<file path="config.mk">
export PLATFORM = sky130hd
export DESIGN_NAME = ddr_req_issuer
export DESIGN_NICKNAME = d
export VERILOG_FILES = /design/src/rtl/ddr_issue_pkg.sv /design/src/rtl/req_fifo.sv /design/src/rtl/ddr_req_issuer.sv
export SDC_FILE = /design/constraint.sdc
export NUM_CORES = 1
export LEC_CHECK = 0
export ABC_AREA = 1
export CELL_PAD_IN_SITES_DETAIL_PLACEMENT = 0
export CELL_PAD_IN_SITES_GLOBAL_PLACEMENT = 2
export CORE_MARGIN = 2
export CORE_UTILIZATION = 36
export DETAILED_ROUTE_END_ITERATION = 12
export DONT_BUFFER_PORTS = 1
export PLACE_DENSITY = 0.83
export REMOVE_ABC_BUFFERS = 1
export SLEW_MARGIN = 10
export SYNTH_ARGS = -nofsm -noshare
export SYNTH_HDL_FRONTEND = slang
export SYNTH_HIERARCHICAL = 1
export SYNTH_SLANG_ARGS = --single-unit
</file>
<file path="constraint.sdc">
create_clock -name clk -period 1.8 [get_ports clk]
set_input_delay 0.36 -clock clk [delete_from_list [all_inputs] [get_ports clk]]
set_output_delay 0.36 -clock clk [all_outputs]
set_load 0.01 [all_outputs]
</file>
<file path="src/rtl/ddr_issue_pkg.sv">
// Shared constants for the request issuer: source-select encodings and the
// default payload width used by the issuer and its input FIFOs.
package ddr_issue_pkg;

  // Encoding of out_sel and of the round-robin pointer.
  localparam logic SEL_A = 1'b0;
  localparam logic SEL_B = 1'b1;

  // Default payload width per request.
  localparam int DW_DEFAULT = 8;

  // Returns the source that should win arbitration this cycle.
  // A source that is empty never wins; when both have data the
  // round-robin pointer decides.
  function automatic logic pick_source(input logic a_avail,
                                       input logic b_avail,
                                       input logic rr_ptr);
    if (a_avail && b_avail) begin
      return rr_ptr;
    end
    return b_avail ? SEL_B : SEL_A;
  endfunction

endpackage : ddr_issue_pkg

</file>
<file path="src/rtl/req_fifo.sv">
// Synchronous request FIFO with registered full/empty flags.
// Writes are dropped while full; reads are ignored while empty.
// Push and pop on the same edge are both honoured when not full.
module req_fifo #(
  parameter int DW    = 8,
  parameter int DEPTH = 2
) (
  input  logic          clk,
  input  logic          rst,
  input  logic          push,
  input  logic [DW-1:0] wdata,
  input  logic          pop,
  output logic [DW-1:0] rdata,
  output logic          full,
  output logic          empty
);

  localparam int AW = (DEPTH > 1) ? $clog2(DEPTH) : 1;
  localparam int CW = $clog2(DEPTH + 1);

  logic [DW-1:0] mem [DEPTH];
  logic [AW-1:0] wr_ptr;
  logic [AW-1:0] rd_ptr;
  logic [CW-1:0] count;
  logic [CW-1:0] count_nxt;
  logic          do_push;
  logic          do_pop;

  assign do_push = push && !full;
  assign do_pop  = pop && !empty;
  assign rdata   = mem[rd_ptr];

  // Next occupancy from the accepted push/pop pair.
  always_comb begin
    // NOTE: every signal driven here gets a default first so no latch is inferred.
    count_nxt = count;
    unique case ({do_push, do_pop})
      2'b10:   count_nxt = count + CW'(1);
      2'b01:   count_nxt = count - CW'(1);
      default: count_nxt = count;
    endcase
  end

  // Pointers, occupancy and registered flags.
  always_ff @(posedge clk or negedge rst) begin
    // NOTE: state registers use non-blocking assignments so all flops update together.
    if (!rst) begin
      wr_ptr <= '0;
      rd_ptr <= '0;
      count  <= '0;
      full   <= 1'b0;
      empty  <= 1'b1;
    end else begin
      if (do_push) begin
        wr_ptr <= wr_ptr + AW'(1);
      end
      if (do_pop) begin
        rd_ptr <= rd_ptr + AW'(1);
      end
      count <= count_nxt;
      full  <= (count_nxt == CW'(DEPTH));
      empty <= (count_nxt == '0);
    end
  end

  // Payload storage.
  always_ff @(posedge clk) begin
    // NOTE: storage is not reset; the pointers and flags alone define what is valid.
    if (do_push) begin
      mem[wr_ptr] <= wdata;
    end
  end

endmodule : req_fifo

</file>
<file path="src/rtl/ddr_req_issuer.sv">
// Producer side of the select/capture stage. Requests from sources A and B
// are buffered in small FIFOs, arbitrated round-robin, and presented as one
// registered {sel, data} slot that holds while the capture stage reports
// congestion. A sticky flag records congestion that lasts TIMEOUT cycles.
module ddr_req_issuer
  import ddr_issue_pkg::*;
#(
  parameter int DW      = DW_DEFAULT,
  parameter int DEPTH   = 2,
  parameter int TIMEOUT = 16
) (
  input  logic          clk,
  input  logic          rst,
  input  logic          a_valid,
  input  logic [DW-1:0] a_data,
  output logic          a_ready,
  input  logic          b_valid,
  input  logic [DW-1:0] b_data,
  output logic          b_ready,
  input  logic          cong,
  output logic          out_valid,
  output logic          out_sel,
  output logic [DW-1:0] out_data,
  output logic          cong_err
);

  localparam int TW = $clog2(TIMEOUT + 1);

  logic [DW-1:0] a_rdata;
  logic [DW-1:0] b_rdata;
  logic          a_full;
  logic          b_full;
  logic          a_empty;
  logic          b_empty;
  logic          a_pop;
  logic          b_pop;
  logic          a_avail;
  logic          b_avail;
  logic          slot_free;
  logic          load;
  logic          grant;
  logic          rr_ptr;
  logic [TW-1:0] to_cnt;

  // Source A buffer.
  req_fifo #(
    .DW    (DW),
    .DEPTH (DEPTH)
  ) u_fifo_a (
    .clk   (clk),
    .rst   (rst),
    .push  (a_valid),
    .wdata (a_data),
    .pop   (a_pop),
    .rdata (a_rdata),
    .full  (a_full),
    .empty (a_empty)
  );

  // Source B buffer.
  req_fifo #(
    .DW    (DW),
    .DEPTH (DEPTH)
  ) u_fifo_b (
    .clk   (clk),
    .rst   (rst),
    .push  (b_valid),
    .wdata (b_data),
    .pop   (b_pop),
    .rdata (b_rdata),
    .full  (b_full),
    .empty (b_empty)
  );

  // Ready comes straight from the registered full flags.
  assign a_ready = !a_full;
  assign b_ready = !b_full;

  // The slot can take a new request when empty or being consumed this edge.
  assign a_avail   = !a_empty;
  assign b_avail   = !b_empty;
  assign slot_free = !out_valid || !cong;
  assign load      = slot_free && (a_avail || b_avail);
  assign grant     = pick_source(a_avail, b_avail, rr_ptr);
  assign a_pop     = load && (grant == SEL_A);
  assign b_pop     = load && (grant == SEL_B);

  // Output slot and round-robin pointer.
  always_ff @(posedge clk or negedge rst) begin
    if (!rst) begin
      out_valid <= 1'b0;
      out_sel   <= SEL_A;
      out_data  <= '0;
      rr_ptr    <= SEL_A;
    end else if (slot_free) begin
      out_valid <= a_avail || b_avail;
      if (load) begin
        out_sel  <= grant;
        out_data <= (grant == SEL_B) ? b_rdata : a_rdata;
        rr_ptr   <= (grant == SEL_B) ? SEL_A : SEL_B;
      end
    end
  end

  // Congestion timeout counter and sticky error flag.
  always_ff @(posedge clk or negedge rst) begin
    if (!rst) begin
      to_cnt   <= '0;
      cong_err <= 1'b0;
    end else if (!cong) begin
      to_cnt <= '0;
    end else if (out_valid && (to_cnt != TW'(TIMEOUT))) begin
      to_cnt <= to_cnt + TW'(1);
      if (to_cnt == TW'(TIMEOUT - 1)) begin
        cong_err <= 1'b1;
      end
    end
  end

endmodule : ddr_req_issuer

</file>
Word-level counts from Yosys, hierarchy flattened
Memories as Yosys holds them, arrays and structs flattened.
Index checks and enable logic that the tools add are counted.
Storage, ports and cells
  RAM bits: 32
  input bits: 21
  word-level logic and storage cells: 72
  output and inout bits: 13
  flip-flop bits (word level): 29
  memories: 2
Memory list
  u_fifo_a.mem: words 2, width 8, rd ports 1, clocked after Yosys merged registers in 0, wr ports 1, RTL line req_fifo.sv:21  | logic [DW-1:0] mem [DEPTH];
  u_fifo_b.mem: words 2, width 8, rd ports 1, clocked after Yosys merged registers in 0, wr ports 1, RTL line req_fifo.sv:21
Operators by class
  multiplexer cells: 14
  bitwise operators: 1
  $add $sub $neg: 9
  equality and inequality tests: 9
  reduce and logical (&&, ||, !) cells: 21
Operators with widths (number)
  $mux 5: 2
  $logic_and 1x1->1: 9
  $mux 1: 9
  $eq 2x2->1 const B: 4
  $mux 8: 1
  $pmux 2 s2: 2
  $logic_not 1->1: 6
  $add 5x1->5 const B: 1
  $eq 5x4->1 const B: 1
  $ne 5x5->1 const B: 1
  $add 1x1->1 const B: 4
  $add 2x1->2 const B: 2
  $eq 2x1->1 const B: 2
  $logic_not 2->1: 2
  $sub 2x1->2 const B: 2
  $reduce_and 3->1: 1
  $logic_or 1x1->1: 2
  $ne 2x1->1 const B: 1
  $reduce_and 2->1: 1
  $not 1->1: 1

Logic depth before layout (Yosys ltp)
Gate-level depths: netlist of the first run.
  word-level depth: 10
  gate-level depth with buffers: 16
  depth with buffers taken out: 15

Hierarchy
Netlist of the first run, hierarchy kept.
By module, submodules not included
  req_fifo: instances 2, cells each 72, area an instance 875.8 µm², seq. area each 631.9 µm²
  ddr_req_issuer: instances 1, cells each 110, area an instance 949.7 µm², seq. area each 425.4 µm²

Least setup slack after synthesis of the first run
OpenSTA, ideal clock, no wires.
  kind: reg2reg
  from: register u_fifo_b.empty
  to: register u_fifo_a.full
  path buffers: 1
  arrival: 1.884 ns
  cell stages (with the launch flop): 13
  data required time: 1.722 ns
  path slack: -0.161 ns
  library setup time: 0.078 ns
  cells stage by stage: dfstp_2 inv_1 o21ai_4 inv_2 buf_6 nor2_1 inv_1 or2_1 inv_1 ha_1 inv_1 nand4_2 a21oi_1
Between the ends
  word-level cells in the longest chain between the ends: 10
RTL lines
  from (decl): RTL line req_fifo.sv:15  | output logic empty
  from (signal assigned): RTL line req_fifo.sv:62  | empty <= (count_nxt == '0);
  $logic_not 1->1: RTL line ddr_req_issuer.sv:81  | assign b_avail = !b_empty;
  $logic_and 1x1->1: RTL line ddr_issue_pkg.sv:18  | if (a_avail && b_avail) begin
  $mux 1: RTL line ddr_issue_pkg.sv:18
  $mux 1: RTL line ddr_issue_pkg.sv:21  | return b_avail ? SEL_B : SEL_A;
  $not 1->1: RTL line ddr_req_issuer.sv:85  | assign a_pop = load && (grant == SEL_A);
  $logic_and 1x1->1 (*): RTL line ddr_req_issuer.sv:85
  net a_pop: RTL line ddr_req_issuer.sv:35  | logic a_pop;
  $logic_and 1x1->1 (*): RTL line req_fifo.sv:30  | assign do_pop = pop && !empty;
  net u_fifo_a.do_pop: RTL line req_fifo.sv:27  | logic do_pop;
  $eq 2x1->1 / $eq 2x2->1 (equally long branches): RTL line req_fifo.sv:37  | unique case ({do_push, do_pop})
  $pmux 2 s2 (*): RTL line req_fifo.sv:37
  $eq 2x2->1 (*): RTL line req_fifo.sv:61  | full <= (count_nxt == CW'(DEPTH));
  to (signal assigned): RTL line req_fifo.sv:61
  to (decl): RTL line req_fifo.sv:14  | output logic full,
The timed path passes the listed nets; every way through them passes the cells marked *.
A chain may end at the register's enable or synchronous reset.

Worst setup path after layout of the first run
  from: register u_fifo_b.empty
  to: register u_fifo_a.empty
Between the ends
  word-level cells in the longest chain between the ends: 10
RTL lines
  $logic_not 1->1: RTL line ddr_req_issuer.sv:81
  $logic_and 1x1->1: RTL line ddr_issue_pkg.sv:18
  $mux 1: RTL line ddr_issue_pkg.sv:18
  $mux 1: RTL line ddr_issue_pkg.sv:21
  $not 1->1: RTL line ddr_req_issuer.sv:85
  $logic_and 1x1->1 (*): RTL line ddr_req_issuer.sv:85
  net a_pop: RTL line ddr_req_issuer.sv:35
  $logic_and 1x1->1 (*): RTL line req_fifo.sv:30
  net u_fifo_a.do_pop: RTL line req_fifo.sv:27
  $eq 2x1->1 / $eq 2x2->1 (equally long branches): RTL line req_fifo.sv:37
  $pmux 2 s2 (*): RTL line req_fifo.sv:37
  net u_fifo_a.count_nxt[1]: RTL line req_fifo.sv:25  | logic [CW-1:0] count_nxt;
  $logic_not 2->1 (*): RTL line req_fifo.sv:62
  to (signal assigned): RTL line req_fifo.sv:62
  to (decl): RTL line req_fifo.sv:15
Marks and branches as above.

==> metrics, run 1 <==
Setup CP Type=flop to flop; synth warn=6; Layout Cells excl Fill=378; total power=5.41 mW; Worst Tran Pin Value=352 ps; core region area=7250 um^2; Pins Over Slew Limit=0; DRT Pass-1 Iters=4; beginning of the worst register-to-register path=u_fifo_b/empty; status=complete, no violations; Via density=4.49; Critical Path RT=2080 ps; Area growth, synth to finish=17.4%; WL final=4920 um; post-route antenna net violation count=0; Worst EP arrival=2050 ps; worst setup margin=23.5 ps; dpl ws=-71.7 ps; grt ovf=0; initial DRC count=50; Fill cells=704; nets=300; syn_area_per_cell=10.6 um^2; vias in the first global route=1665; RSZ-0062 raised after global routing=true; fin crit period=1780 ps; Rows=31; Hold WC Path Type=input pin to flop; min-delay src=a_data[2]; layout cells sized above 1=26.5%; dpl cells=359; area leader, netlist=edfxtp_1; Worst Hold Path EP=u_fifo_a/mem[0][2]; wire per inst=13.0 um; mapped cell area=2700 um^2; Synth top area share=35.6%; CTS tree=done; clock skew=7.94 ps; GRT Util Overall=13.0%; Finish-stage setup viols=0; Seq cells post-synth=61; first-pass GRT wire length=8090 um; startpoint types=flop; synth top area cells=edfxtp_1 (36%), dfrtp_1 (25%), nand2_1 (11%); die width=90.6 um; Max-Cap Viols=0; synth unique cells=25; CTS HTree Levels=3; root buffer cell=clkbuf_8; Top Ports=34; area of the multi-input gates=923 um^2; worst r2r dst=u_fifo_a/empty; Post-DP HPWL=3470 um; Worst setup EP type=flop; clk buf depth=2; pwr/cell area=1710 nW/um^2; slew margin rel.=76.5%; Max VDD drop=0.785 mV; register area share after synthesis=62.5%; Hold Crit Depth=0; Worst-path clk slew=70 ps; port bufs=0; initial antenna violation count=0; DRC viols=0; final hold vios=0; global placement routability congestion=0.726; vias=1696; initial standard-cell utilization of the core=37.2%; diodes inserted=0; period utilization=98.7%; Post-Synthesis Cells=254; clk_lat worst skew=330 ps; R2R Setup Slk=20 ps; Reg2Reg Depth=14; chip height=90.6 um; Num Clock Sinks=61; Finished Core Util=43.7%; Max Freq=563 MHz; FF/Latch Area=1690 um^2; pin count of the biggest net entering global routing=30; die area=8210 um^2; CP Max Fanout=3; setup tns final=0 ps; P_leak=1.40 nW; CTS buffer count=9
[layout by cell type, fill, tap and decap left out, types with 2 or more instances in the layout]
master | synthesis | final
a21oi_2 | 0 | 2
nor2_1 | 9 | 9
nor2_2 | 2 | 2
inv_4 | 2 | 5
dfstp_2 | 2 | 2
nand2_1 | 76 | 75
nand3_2 | 11 | 11
nand2_2 | 9 | 10
xor2_1 | 4 | 4
ha_4 | 0 | 2
o21ai_4 | 2 | 2
inv_2 | 2 | 5
clkbuf_8 | 0 | 11
edfxtp_1 | 32 | 32
or2_1 | 2 | 2
ha_1 | 5 | 3
xnor2_4 | 0 | 2
clkinv_2 | 0 | 3
nand4_1 | 2 | 2
inv_1 | 28 | 23
dfrtp_1 | 27 | 27
buf_4 | 1 | 13
nand3_1 | 25 | 25
[cell usage after synthesis (all sizes together)]
cell and count:
nand4 4, xor2 4, ha 5, nor2 11, dfrtp 27, o21ai 3
inv 32, nand2 85, a21oi 2, buf 6, nand3 36, dfstp 2
edfxtp 32, xnor2 2, or2 3
[worst max path at each step]
stage                        start        endpoint  slack [ps]  cells past startpoint
finish              u_fifo_b/empty  u_fifo_a/empty          20                     14
global route        u_fifo_b/empty  u_fifo_a/empty         -60                     14
CTS                 u_fifo_a/empty  u_fifo_b/empty          10                     11
detailed placement  u_fifo_b/empty   u_fifo_a/full         -70                     10
global placement    u_fifo_b/empty   u_fifo_a/full         -50                     10
floorplan           u_fifo_b/empty   u_fifo_a/full        -140                     11
[flip-flops by register name, summed over array words and instances, names as in the netlist, 2 cells and up]
name            cells
u_fifo_a/mem       16
u_fifo_b/mem       16
out_data            8
to_cnt              5
u_fifo_a/count      2
u_fifo_b/count      2
[kinds of logic (layout without fill, tap and decap cells)]
group	after synthesis	count (layout)	synth area share (%)
buf+inv	38	63	6.30
flops	61	61	62.5
simple gates	139	139	25.2
fa+ha+maj	5	5	2.32
compound gates	5	5	1.76
xor+xnor	6	6	1.95
[metal layers]
layer  vias up  routed length (um)  GRT usage [%]
li1        864                   -              -
met1       800                2170           15.1
met2        25                2390           21.1
met3         7                 273           4.17
met4         0                  88           7.31
met5         -                   0              0
[layout make-up]
type	count	share of cell area, %
sequential	61	53.3
multi-input combinational	155	29.1
clock buffer	12	4.89
inverter	32	4.10
timing repair buffer	15	4.03
tap	99	3.91
clock inverter	4	0.671
[critical path, cell delays in order (launching register included)]
cell	delay [ps]
dfstp_2	530
inv_2	60
o21ai_4	60
inv_2	60
nor2_1	90
inv_1	40
or2_1	230
inv_2	80
ha_4	140
inv_1	50
nand2_2	100
nand3_2	70
nand2_2	80
nand2_2	60
nor2_2	70
[per-stage QoR]
| step | hold slack, ps | cell area [um^2] |
|---|---|---|
| finish | 121 | 3170 |
| global route | 103 | 3170 |
| CTS | 108 | 3120 |
| detailed placement | 65.1 | 2870 |
| global placement | 65.2 | 2870 |
| floorplan | 64.4 | 2660 |
[power breakdown]
| group | leakage (nW) | internal (mW) | switching, mW | total [mW] |
|---|---|---|---|---|
| Combinational | 0.652 | 0.871 | 1.15 | 2.02 |
| Clock | 0.0965 | 0.568 | 0.511 | 1.08 |
| Sequential | 0.649 | 1.94 | 0.374 | 2.32 |
| Total | 1.40 | 3.38 | 2.03 | 5.41 |
[repair_timing]
item                                    CTS  global route
endpoints found under the setup margin    6             7
hold buffers                              2             0
endpoints found under the hold margin    29             0
gates resized for setup                   7            10
buffers inserted                          0             1
pin swaps                                 0             2
No activity file was read; power rests on OpenSTA's default activity.
==> run 2: changes to the inputs <==
- ABC_AREA: 1 -> not set
- CORE_UTILIZATION: 36 -> 40
- PLACE_DENSITY: 0.83 -> 0.84
==> metrics, run 2 <==
clk_lat worst skew=340 ps (about the same); nets=216 (-28%); WL final=4610 um (-6.4%); largest registers=u_fifo_a/mem x16, u_fifo_b/mem x16, out_data x8; DRC viols=0 (unchanged); CTS HTree Levels=3 (unchanged); Post-DP HPWL=3320 um (-4.5%); Finish-stage setup viols=0 (unchanged); Worst setup EP type=flop; Hold WC Path Type=input pin to flop; Top Ports=34 (unchanged); Fill cells=546 (-22%); Max Freq=587 MHz (+4.3%); vias in the first global route=1521 (-8.6%); root buffer cell=clkbuf_8; synth cell count leaders=edfxtp_1 (32), dfrtp_1 (27), mux2_1 (16); register area share after synthesis=65.6% (+3.0 points); Pins Over Slew Limit=0 (unchanged); Synth top area share=37.3% (+1.7 points); initial DRC count=89 (+78%); slew margin rel.=71.4% (-5.1 points); first-pass GRT wire length=7760 um (-4.0%); die width=84.3 um (-7.0%); GR Util met3=6.39% (+2.2 points); CTS buffer count=9 (unchanged); global routing usage on met2=25.1% (+4.0 points); share of synthesized registers carrying an async set or reset=47.5% (unchanged); Rows=29 (-6.5%); Worst-path clk slew=70 ps (about the same); syn_area_per_cell=14.9 um^2 (+40%); WHS=115 ps (-5.97 ps); diodes inserted=0 (unchanged); clk buf depth=2 (unchanged); Via density=5.10 (+14%); synth warn=6 (unchanged); CP Max Fanout=4 (+1); highest-count cells in the layout ignoring fill and taps=edfxtp_1 (32), dfrtp_1 (26), mux2_1 (16); status=complete, no violations; GRT Max-Usage Layer=met2; met1 Usage GRT=16.7% (+1.6 points); Setup CP Type=flop to flop; cells along the critical path=inv_2 > a221oi_4 > nor2b_4 > ha_4 > inv_2 > nor3_1 > a31o_1; Num Clock Sinks=61 (unchanged); P_leak=1.17 nW (-16%); Area growth, synth to finish=13.3%; mapped cell area=2580 um^2 (-4.6%); CTS tree=done; area of the multi-input gates=813 um^2 (-12%); area leader, netlist=edfxtp_1; pin count of the biggest net entering global routing=30 (unchanged); CP peak stage delay=540 ps (about the same); grt ovf=0 (unchanged); chip height=84.3 um (-7.0%); Max VDD drop=0.812 mV (+3.5%); GRT Util Overall=14.7% (+1.8 points); commonest non-fill, non-tap cell in the layout=edfxtp_1; Post-Synthesis Cells=173 (-32%); pwr/cell area=1610 nW/um^2 (-5.5%); vias=1387 (-18%); synth top area cells=edfxtp_1 (37%), dfrtp_1 (26%), mux2_1 (7.0%); final hold vios=0 (unchanged); global placement routability congestion=0.705 (-2.8%); FF/Latch Area=1690 um^2 (about the same); fin crit period=1700 ps (-73.5 ps); most frequent CP cell=inv_2; port bufs=0 (unchanged); most frequent cell after synthesis=edfxtp_1; core region area=6280 um^2 (-13%); post-route antenna net violation count=0 (unchanged); Synth Flop Type=edfxtp_1; layout cells sized above 1=20.5% (-6.0 points); wire per inst=16.9 um (+30%); Layout Cells excl Fill=272 (-28%); Critical Path RT=2070 ps (about the same); initial standard-cell utilization of the core=41.0% (+3.8 points); period utilization=94.6% (-4.1 points); startpoint types=flop; initial antenna violation count=0 (unchanged); dpl cells=252 (-30%); clock skew=8.04 ps (+0.107 ps); total power=4.71 mW (-13%); slowest cell on the critical path=dfstp_2; Worst EP arrival=1970 ps (-80 ps); Max-Cap Viols=0 (unchanged); DRT Pass-1 Iters=4 (unchanged); Seq cells post-synth=61 (unchanged); Worst Tran Pin Value=429 ps (+76.3 ps); die area=7100 um^2 (-14%); synth unique cells=35 (+40%); EDFF count, synth=32 (unchanged)
-- run 2: cell types whose count changed after synthesis, moves of 3 or more --
cell     before  now
nand2_2       9    0
and2_1        0   10
nor2_1        9    4
inv_1        28    7
nand3_2      11    0
mux2_1        0   16
nand3_1      25    1
nand2_1      76   10
o21ai_0       0    3
buf_6         2    5
xnor2_1       2    7
a221o_1       0    8
-- run 2: worst paths after layout --
kind,start,end,slack [ps],cells after the start
setup / recovery,u_fifo_b/empty,u_fifo_a/empty,100,7
hold / removal,b_data[4],u_fifo_b/mem[0][4],120,0
setup reg to reg,u_fifo_b/empty,u_fifo_a/empty,100,7
hold reg to reg,u_fifo_a/wr_ptr,u_fifo_a/wr_ptr,490,1
max in group asynchronous,rst,u_fifo_a/empty,1080,2
min in group asynchronous,rst,to_cnt[3],480,2
-- run 2: area by class of cell --
| class | instances | area share (%) |
|---|---|---|
| clock buffers | 12 | 4.97 |
| flip-flops and latches | 61 | 57.9 |
| repair buffers | 13 | 3.86 |
| inverters | 10 | 1.29 |
| well taps | 77 | 3.30 |
| multi-input cells | 95 | 27.9 |
| clock inverters | 4 | 0.814 |
-- run 2: per-stage QoR --
| step | setup slack [ps] | setup TNS [ps] | utilization [%] | instance area, um^2 |
|---|---|---|---|---|
| floorplan | -92.6 | -211 | - | 2510 |
| detailed placement | -3.08 | -3.08 | 42.6 | 2670 |
| global route | -5.71 | -10.3 | 46.5 | 2920 |
| finish | 97.0 | 0 | 46.5 | 2920 |
| CTS | 4.58 | 0 | 45.8 | 2880 |
| global placement | 73.8 | 0 | 42.6 | 2670 |
-- run 2: logic make-up after synthesis --
logic type,after synthesis,share of synthesized area (%)
xor+xnor,13,4.42
flops,61,65.6
mux,16,6.99
compound gates,23,8.16
fa+ha+maj,5,2.43
buf+inv,17,4.03
simple gates,38,8.40
-- run 2: per-layer routing --
metal | vias up | routed length [um]
met1 | 694 | 1890
met5 | - | 0
met2 | 29 | 2440
met3 | 7 | 216
li1 | 657 | -
met4 | 0 | 61
-- run 2: repair_timing --
action                                  in CTS  in global routing
gates resized for setup                      1                  6
hold buffers                                 2                  0
endpoints found under the setup margin       2                  6
setup buffers                                0                  2
hold endpoints to repair                    29                  0
-- run 2: worst max-delay path: cells and delay by family, from the launching register on --
kind            cells  cell delay, ps
flops               1             540
compound gates      2             470
simple gates        2             280
fa+ha+maj           1             230
buf+inv             2             130
-- run 2: power by group --
part,switching (mW),internal [mW],leakage (nW)
combinational,0.641,0.703,0.435
clock,0.489,0.533,0.0867
sequential,0.409,1.94,0.650
total,1.54,3.17,1.17
==> run 3: changes to the inputs <==
- clock period: 1.8 -> 1.4 ns (I/O delays scaled with it)
==> metrics, run 3 (synthesis gave the netlist of run 2 again) <==
highest-count cells in the layout ignoring fill and taps=edfxtp_1 (32), dfrtp_1 (25), mux2_1 (16); final instance area=3100 um^2 (+6.1%); status=finished, violations left; CTS HTree Levels=3 (unchanged); clk_lat worst skew=340 ps (about the same); worst r2r dst=u_fifo_a/count[1]; startpoint types=flop; Max VDD drop=1.04 mV (+28%); largest registers=u_fifo_a/mem x16, u_fifo_b/mem x16, out_data x8; Finish-stage setup viols=17 (+17); pwr/cell area=2060 nW/um^2 (+28%); WL met1=2010 um (+6.3%); initial antenna violation count=0 (unchanged); core region area=6280 um^2 (unchanged); clk buf depth=2 (unchanged); Max Freq=590 MHz (+0.47%); Num Clock Sinks=61 (unchanged); met2 WL=2610 um (+7.1%); Int Power=4.25 mW (+34%); Critical Path RT=1620 ps (-450 ps); dpl ws=-423 ps (-419 ps); Top Ports=34 (unchanged); Hold WC Path Type=input pin to flop; CTS tree=done; Post-DP HPWL=3270 um (-1.5%); die area=7100 um^2 (unchanged); port bufs=0 (unchanged); layout cells sized above 1=29.4% (+8.9 points); initial DRC count=76 (-15%); FF/Latch Area=1690 um^2 (about the same); wire per inst=17.7 um (+4.8%); Finished Core Util=49.3% (+2.8 points); first-pass GRT wire length=8020 um (+3.3%); Comb power frac=32.8% (+4.3 points); nets=225 (+4.2%); period utilization=121% (+26 points); Worst EP arrival=1920 ps (-50 ps); R2R Setup Slk=-300 ps (-390 ps); DRT Pass-1 Iters=4 (unchanged); Via density=5.25 (+2.9%); cells along the critical path=inv_2 > a221oi_4 > nor2b_4 > ha_4 > xor2_1 > nand2_1 > xnor2_1; failing checks=setup timing; total power=6.39 mW (+36%); min-delay src=a_data[6]; Worst setup EP type=flop; RSZ-0062 raised after global routing=true; routed length on met3=264 um (+22%); WL final=4990 um (+8.3%); diodes inserted=0 (unchanged); final hold vios=0 (unchanged); global placement routability congestion=0.706 (+0.11%); beginning of the worst register-to-register path=u_fifo_b/empty; net switching power=2.13 mW (+38%); dpl cell area=2710 um^2 (+1.4%); DR top layer=met4; fin crit period=1700 ps (-7.94 ps); Reg power frac=47.4% (-2.4 points); root buffer cell=clkbuf_8; Reg2Reg Depth=7 (unchanged); Worst Hold Path EP=u_fifo_a/mem[0][6]; grt ovf=0 (unchanged); post-route antenna net violation count=0 (unchanged); Worst Tran Pin Value=385 ps (-43.4 ps); slowest cell on the critical path=dfstp_2; Area growth, synth to finish=20.2%; setup tns final=-1620 ps (-1620 ps); area of the multi-input gates=893 um^2 (+9.8%); vias=1474 (+6.3%); commonest non-fill, non-tap cell in the layout=edfxtp_1; DRC viols=0 (unchanged); Net Sw Frac=33.4% (+0.71 points); Pins Over Slew Limit=0 (unchanged); CP peak stage delay=540 ps (about the same); Max-Cap Viols=0 (unchanged); CTS buffer count=9 (unchanged); worst setup margin=-295 ps (-392 ps); CP Max Fanout=2 (-2); initial standard-cell utilization of the core=41.0% (unchanged); GRT Util Overall=15.2% (+0.50 points); Worst-path clk slew=70 ps (about the same); Hold Crit Depth=0 (unchanged); die width=84.3 um (unchanged); power share of the clock group=19.8% (-1.9 points); clock skew=7.51 ps (-0.534 ps); chip height=84.3 um (unchanged); P_leak=1.23 nW (+5.4%); slew margin rel.=74.3% (+2.9 points); vias in the first global route=1594 (+4.8%); Fill cells=552 (+1.1%); Setup CP Type=flop to flop; Rows=29 (unchanged); pin count of the biggest net entering global routing=30 (unchanged)
[run 3: changes by cell type in the layout (fill, tap and decap cells not counted), moves of 2 or more]
cell	change
buf_6	+4
ha_1	-3
a22o_4	+2
buf_4	+2
ha_2	+2
nand2_1	-2
[run 3: repair_timing]
action,4_1_cts,5_1_grt
pin swaps,13,6
setup endpoints to repair,17,25
gates cloned,1,1
setup buffers,4,2
hold buffers,2,0
gates resized for setup,18,15
hold endpoints to repair,29,0
[run 3: power groups by stage]
stage	registers, mW	clock network (mW)	logic, mW
after detailed placement	3.03	0	1.67
after floorplan	2.92	0	1.19
after global routing	3.10	1.38	2.28
after global placement	2.99	0	1.58
after CTS	3.02	1.30	1.97
final	3.03	1.26	2.10
[run 3: critical path: cells and delay by family (launching register included)]
| family | cells | cell delay (ps) |
|---|---|---|
| AO/OA/AOI/OAI | 1 | 260 |
| adder cells (fa/ha/maj) | 1 | 160 |
| flip-flops | 1 | 540 |
| buffers and inverters | 1 | 50 |
| AND/OR/NAND/NOR | 2 | 320 |
| XOR/XNOR | 2 | 270 |
[run 3: final cells by class]
| class | instances | area share [%] |
|---|---|---|
| clock inverters | 5 | 0.929 |
| well taps | 77 | 3.11 |
| repair buffers | 21 | 6.87 |
| inverters | 10 | 1.37 |
| clock buffers | 11 | 4.24 |
| flip-flops and latches | 61 | 54.6 |
| multi-input cells | 96 | 28.8 |
[run 3: through the flow]
step	std cells	hold slack (ps)
after floorplan	166	-15.6
after detailed placement	257	-14.9
after CTS	279	20.4
final	281	34.7
after global placement	257	-14.6
after global routing	281	14.6
[run 3: worst max-delay path by stage]
stage / startpoint / endpoint / slack [ps] / cells past startpoint
floorplan: u_fifo_b/empty / u_fifo_a/empty / -490 / 7
global placement: u_fifo_b/empty / u_fifo_a/count[1] / -330 / 7
detailed placement: u_fifo_b/empty / u_fifo_a/count[1] / -420 / 7
CTS: u_fifo_b/empty / u_fifo_a/count[1] / -290 / 7
global route: u_fifo_b/empty / u_fifo_a/count[1] / -350 / 7
finish: u_fifo_b/empty / u_fifo_a/count[1] / -300 / 7
[run 3: layer usage]
metal  up-vias  GRT usage, %
met5         -             0
met4         0          7.48
met3        11          5.51
met2        42          25.7
met1       739          17.1
li1        682             -
